$ cat config.mk
export PLATFORM = sky130hd
export DESIGN_NAME = ga20_sample_fetch
export DESIGN_NICKNAME = d
export VERILOG_FILES = /design/src/rtl/ga20_sample_fetch.sv
export SDC_FILE = /design/constraint.sdc
export NUM_CORES = 1
export LEC_CHECK = 0
export BUFFER_PORTS_ARGS = -buffer_cell sky130_fd_sc_hd__buf_2
export CAP_MARGIN = 20
export CORE_MARGIN = 2
export CORE_UTILIZATION = 45
export CTS_BUF_LIST = sky130_fd_sc_hd__clkbuf_8
export CTS_CLUSTER_SIZE = 40
export DETAILED_ROUTE_END_ITERATION = 10
export HOLD_SLACK_MARGIN = 0.08
export PLACE_DENSITY = 0.76
export SLEW_MARGIN = 20
export SYNTH_ARGS = -nofsm -noshare
export SYNTH_HDL_FRONTEND = slang
export SYNTH_SLANG_ARGS = --single-unit
$ cat constraint.sdc
create_clock -name i_clk -period 3.5 [get_ports i_clk]
set_input_delay 0.175 -clock i_clk [delete_from_list [all_inputs] [get_ports i_clk]]
set_output_delay 0.175 -clock i_clk [all_outputs]
set_load 0.05 [all_outputs]
$ cat src/rtl/ga20_sample_fetch.sv
// Sample-ROM line cache in front of the GA20 PCM block: serves byte reads from a small
// fully associative cache and fills misses with 64-bit line bursts over a req/ack port.
module ga20_sample_fetch #(
    parameter int unsigned LINES  = 4,
    parameter int unsigned ADDR_W = 20
) (
    input  logic              i_clk,
    input  logic              i_reset_n,
    input  logic              i_flush,
    input  logic              i_sample_rd,
    input  logic [ADDR_W-1:0] i_sample_addr,
    output logic              o_sample_valid,
    output logic [7:0]        o_sample_din,
    output logic              o_mem_req,
    output logic [ADDR_W-4:0] o_mem_addr,
    input  logic              i_mem_ack,
    input  logic [63:0]       i_mem_data
);

    localparam int unsigned IDX_W = (LINES > 1) ? $clog2(LINES) : 1;
    localparam int unsigned TAG_W = ADDR_W - 3;

    typedef enum logic [1:0] {
        ST_IDLE,
        ST_FETCH,
        ST_REPLAY
    } state_t;

    state_t            r_state;
    logic [LINES-1:0]  r_valid;
    logic [TAG_W-1:0]  r_tag [LINES];
    logic [63:0]       r_data [LINES];
    logic [IDX_W-1:0]  r_victim;
    logic [ADDR_W-1:0] r_pend_addr;
    logic              r_discard;
    logic              r_sample_valid;
    logic [7:0]        r_sample_din;
    logic              r_mem_req;
    logic [TAG_W-1:0]  r_mem_addr;

    logic [ADDR_W-1:0] w_lookup_addr;
    logic              w_hit;
    logic [IDX_W-1:0]  w_hit_idx;
    logic [7:0]        w_hit_byte;

    // REPLAY serves the newest strobe, including one arriving in the REPLAY cycle itself.
    always_comb begin
        w_lookup_addr = (r_state == ST_REPLAY && !i_sample_rd) ? r_pend_addr : i_sample_addr;
        w_hit         = 1'b0;
        w_hit_idx     = '0;
        for (int i = 0; i < LINES; i++) begin
            if (r_valid[i] && r_tag[i] == w_lookup_addr[ADDR_W-1:3]) begin
                w_hit     = 1'b1;
                w_hit_idx = IDX_W'(i);
            end
        end
        w_hit_byte = r_data[w_hit_idx][{w_lookup_addr[2:0], 3'b000} +: 8];
    end

    always_ff @(posedge i_clk or negedge i_reset_n) begin
        if (!i_reset_n) begin
            r_state        <= ST_IDLE;
            r_valid        <= '0;
            r_victim       <= '0;
            r_pend_addr    <= '0;
            r_discard      <= 1'b0;
            r_sample_valid <= 1'b0;
            r_sample_din   <= 8'h00;
            r_mem_req      <= 1'b0;
            r_mem_addr     <= '0;
            for (int i = 0; i < LINES; i++) begin
                r_tag[i]  <= '0;
                r_data[i] <= '0;
            end
        end else begin
            if (i_sample_rd) begin
                r_pend_addr <= i_sample_addr;
            end
            if (i_flush) begin
                r_valid <= '0;
            end
            unique case (r_state)
                ST_IDLE: begin
                    if (i_sample_rd) begin
                        if (w_hit && !i_flush) begin
                            r_sample_valid <= 1'b1;
                            r_sample_din   <= w_hit_byte;
                        end else begin
                            r_sample_valid <= 1'b0;
                            r_mem_req      <= 1'b1;
                            r_mem_addr     <= i_sample_addr[ADDR_W-1:3];
                            r_state        <= ST_FETCH;
                        end
                    end else if (i_flush) begin
                        r_sample_valid <= 1'b0;
                    end
                end
                ST_FETCH: begin
                    if (i_sample_rd || i_flush) begin
                        r_sample_valid <= 1'b0;
                    end
                    if (i_flush) begin
                        r_discard <= 1'b1;
                    end
                    if (i_mem_ack) begin
                        // A flush seen at any point of the burst makes the returned line stale.
                        if (!r_discard && !i_flush) begin
                            r_valid[r_victim] <= 1'b1;
                            r_tag[r_victim]   <= r_mem_addr;
                            r_data[r_victim]  <= i_mem_data;
                            r_victim          <= r_victim + 1'b1;
                        end
                        r_mem_req <= 1'b0;
                        r_discard <= 1'b0;
                        r_state   <= ST_REPLAY;
                    end
                end
                ST_REPLAY: begin
                    if (w_hit && !i_flush) begin
                        r_sample_valid <= 1'b1;
                        r_sample_din   <= w_hit_byte;
                        r_state        <= ST_IDLE;
                    end else begin
                        r_sample_valid <= 1'b0;
                        r_mem_req      <= 1'b1;
                        r_mem_addr     <= w_lookup_addr[ADDR_W-1:3];
                        r_state        <= ST_FETCH;
                    end
                end
                default: r_state <= ST_IDLE;
            endcase
        end
    end

    assign o_sample_valid = r_sample_valid;
    assign o_sample_din   = r_sample_din;
    assign o_mem_req      = r_mem_req;
    assign o_mem_addr     = r_mem_addr;

endmodule

==> results_dict.tcl <==
set metrics [dict create \
    reg2reg_slack_ps -310 \
    worst_path_dominant_cell_family "simple AND/OR/NAND/NOR gates" \
    drt-pass1-iter-count 6 \
    drv_cap 0 \
    grt_max_degree 102 \
    io_buffer_count 115 \
    cts_buffers 69 \
    crit_arrival_ps 4330 \
    worst_slew_pin_slew_ps 879 \
    viasPerCell 5.82 \
    critPathCaptureType "flip-flop" \
    core_sq_mm 0.0408 \
    pre_cts_slack_ps -507 \
    clock-skew-final_ps 36.2 \
    max_freq_ghz 0.262 \
    htreeDepth 3 \
    dieHeight_microns 208 \
    status "complete, but fails checks" \
    grt_pass1_wl_microns 89700 \
    synth_cell_types 86 \
    synth.cell_area_sq_mm 0.0186 \
    holdCritPathClass "in -> async" \
    worstReg2RegEnd "o_sample_din[7]" \
    place.gp.congestion 0.941 \
    drive_gt1_frac 0.442 \
    synth_fp_nets 1635 \
    async_reset_ff_frac 1.00 \
    grt.total_usage 0.267 \
    setup_viol 27 \
    synth-edff-count 0 \
    reg2reg_depth 15 \
    design_area_sq_mm 0.0245 \
    post_drt_wl_per_cell_microns 23.1 \
    max_slew_margin 0.413 \
    worstPathMaxFanout 8 \
    initial_core_util 0.456 \
    clk_path_buf_depth 3 \
    crit_slowest_cell "or4_4" \
    layout_commonest_cell "dfrtp_1" \
    clkLatencyLatePin_ps 630 \
    worst-path-buf-inv 4 \
    critPathLaunchType "flip-flop" \
    cts.reportedPaths.clkPinSlew_ps 60 \
    rows 74 \
    syn2layout_area_growth_pct 31.2 \
    slew_viol_final 0 \
    setup_tns_ps -3640 \
    wl_microns 58300 \
    p_leak_nw 11.6 \
    fin_util 0.599 \
    antenna_found_initial 1 \
    ys.warnings.count 0 \
    cts_tree "yes" \
    fin_ws_ps -311 \
    die_w_microns 208 \
    min_period_over_period 1.09 \
    avgSynthCellArea_sq_um 12.1 \
    drc 0 \
    synthCells 1538 \
    vias 14700 \
    hpwl_microns 39100 \
    crit_chain "inv_2, ha_4, nor2b_4, buf_6, buf_6, mux2i_4, xnor2_2, or4_4, or3_4, buf_12, o21a_1, o21ai_0, a21oi_1, or4b_4, mux2_4" \
    cts_sinks 380 \
    max-vdd-ir-drop_mv 0.387 \
    gr-total-overflow 0 \
    path_common_cell "buf_6" \
    synth-main-ff-cell "dfrtp_1" \
    rsz0062_at_grt "yes" \
    ys_seq_area_frac 0.510 \
    violations "setup timing" \
    grt_pass1_vias 15300 \
    ant_nets 0 \
    holdWs_ps 152 \
    clock-root-buffer "clkbuf_8" \
    rr_startpoint "r_state[0]" \
    layout_common_cells "380 x dfrtp_1, 346 x mux2_2, 158 x buf_4" \
    fp.dieArea_sq_mm 0.0431 \
    critPathKind "reg -> reg" \
    drtIter0Drc 1351 \
    crit_required_ps 4020 \
    period_needed_ps 3810 \
    io_pins 116 \
    hold_violations 0 \
    power_density_mw_per_mm2 706 \
    cpPeakStageDelay_ps 590 \
    place_area_sq_mm 0.0212 \
    yosys_register_bits 380 \
    layout.nets 2034 \
]
-- final cells by class --
cell class / count / area [sq um]
fillers: 3191 / 16400
flip-flops and latches: 380 / 9510
multi-input cells: 1034 / 9280
repair buffers: 413 / 3510
clock buffers: 78 / 1070
well taps: 532 / 666
clock inverters: 43 / 265
inverters: 39 / 146
diodes: 1 / 2.50
-- worst register-to-register path, cell delays in order, from the launching register on --
cell and delay, ps:
dfrtp_1 390, inv_2 80, ha_4 140, nor2b_4 230, buf_6 140, buf_6 100, mux2i_4 240, xnor2_2 100
or4_4 590, or3_4 420, buf_12 160, o21a_1 160, o21ai_0 80, a21oi_1 80, or4b_4 540, mux2_4 270
-- through the flow --
stage          instances  total power [mW]
2_1_floorplan       1538              10.5
3_3_place_gp        2274              12.2
3_5_place_dp        2274              12.5
4_1_cts             2501              17.0
5_1_grt             2519              18.1
6_report            2520              17.3
-- layer usage --
| metal | vias up | wire, microns | global-route usage | part of all wire |
|---|---|---|---|---|
| li1 | 6462 | - | - | - |
| met1 | 7497 | 23900 | 0.345 | 0.41 |
| met5 | - | 13 | 0 | 0.00022 |
| met4 | 2 | 2040 | 0.110 | 0.035 |
| met3 | 144 | 3780 | 0.0475 | 0.065 |
| met2 | 561 | 28600 | 0.444 | 0.49 |
-- what timing repair did --
action / CTS / global route
gates resized for setup: 66 / 68
pin swaps: 26 / 27
endpoints found under the setup margin: 29 / 29
hold buffers: 89 / 0
endpoints found under the hold margin: 427 / 0
cloned: 2 / 3
buffers inserted: 15 / 15
-- worst max path at each step --
stage	cells past startpoint	slack, ps	endpoint	startpoint
floorplan	15	-170	o_sample_din[7]	r_state[0]
global placement	16	-550	o_sample_din[6]	r_state[0]
global route	16	-420	o_sample_din[7]	r_state[0]
detailed placement	16	-510	o_sample_din[0]	r_state[0]
finish	15	-310	o_sample_din[7]	r_state[0]
CTS	15	-220	o_sample_din[7]	r_state[0]
-- flip-flops by register name, summed over array words and instances, names as in the netlist --
register,count
r_data,256
r_tag,68
r_pend_addr,20
o_mem_addr,17
o_sample_din,8
r_valid,4
r_state,2
r_victim,2
o_mem_req,1
o_sample_valid,1
r_discard,1
-- report_power, final --
part | internal (mW) | leakage [nW] | switching (mW) | total [mW]
clock | 2.20 | 0.792 | 1.93 | 4.13
sequential | 6.11 | 4.93 | 1.34 | 7.45
combinational | 2.94 | 5.88 | 2.76 | 5.69
total | 11.2 | 11.6 | 6.02 | 17.3
-- cells by family (layout without fill, tap and decap cells) --
kind of cell               Yosys count  after routing  synth area share
muxes                              417            417             0.252
xor gates and xnor gates            57             57            0.0268
adders and majority gates            8              8           0.00537
and+or+nand+nor                    255            256            0.0704
AOI/OAI and AO/OA                  296            296             0.106
DFF                                380            380             0.510
buffers and inverters              125            573            0.0297
other                                0              1                 0
-- Yosys cell counts, types with 7 or more instances --
| cell | n | area (sq um) |
|---|---|---|
| a211oi_1 | 10 | 75.1 |
| inv_1 | 39 | 146 |
| o211ai_1 | 15 | 113 |
| nor3_1 | 15 | 75.1 |
| a211o_1 | 7 | 61.3 |
| a21oi_1 | 80 | 400 |
| nor2_1 | 66 | 248 |
| or3_1 | 8 | 50.1 |
| nand2b_1 | 13 | 81.3 |
| dfrtp_1 | 380 | 9510 |
| xor2_1 | 21 | 184 |
| o22ai_1 | 10 | 62.6 |
| nand3_1 | 10 | 50.1 |
| ha_1 | 8 | 100 |
| o221ai_1 | 12 | 105 |
| a31oi_1 | 12 | 75.1 |
| nor2b_1 | 16 | 100 |
| clkbuf_1 | 65 | 244 |
| nand2_1 | 73 | 274 |
| or4_1 | 7 | 52.6 |
| mux2i_1 | 59 | 591 |
| buf_2 | 9 | 45.0 |
| mux2_2 | 347 | 3910 |
| o21ai_0 | 67 | 335 |
| nor4_1 | 11 | 68.8 |
| xnor2_1 | 36 | 315 |
(Power assumes the default switching activity.)
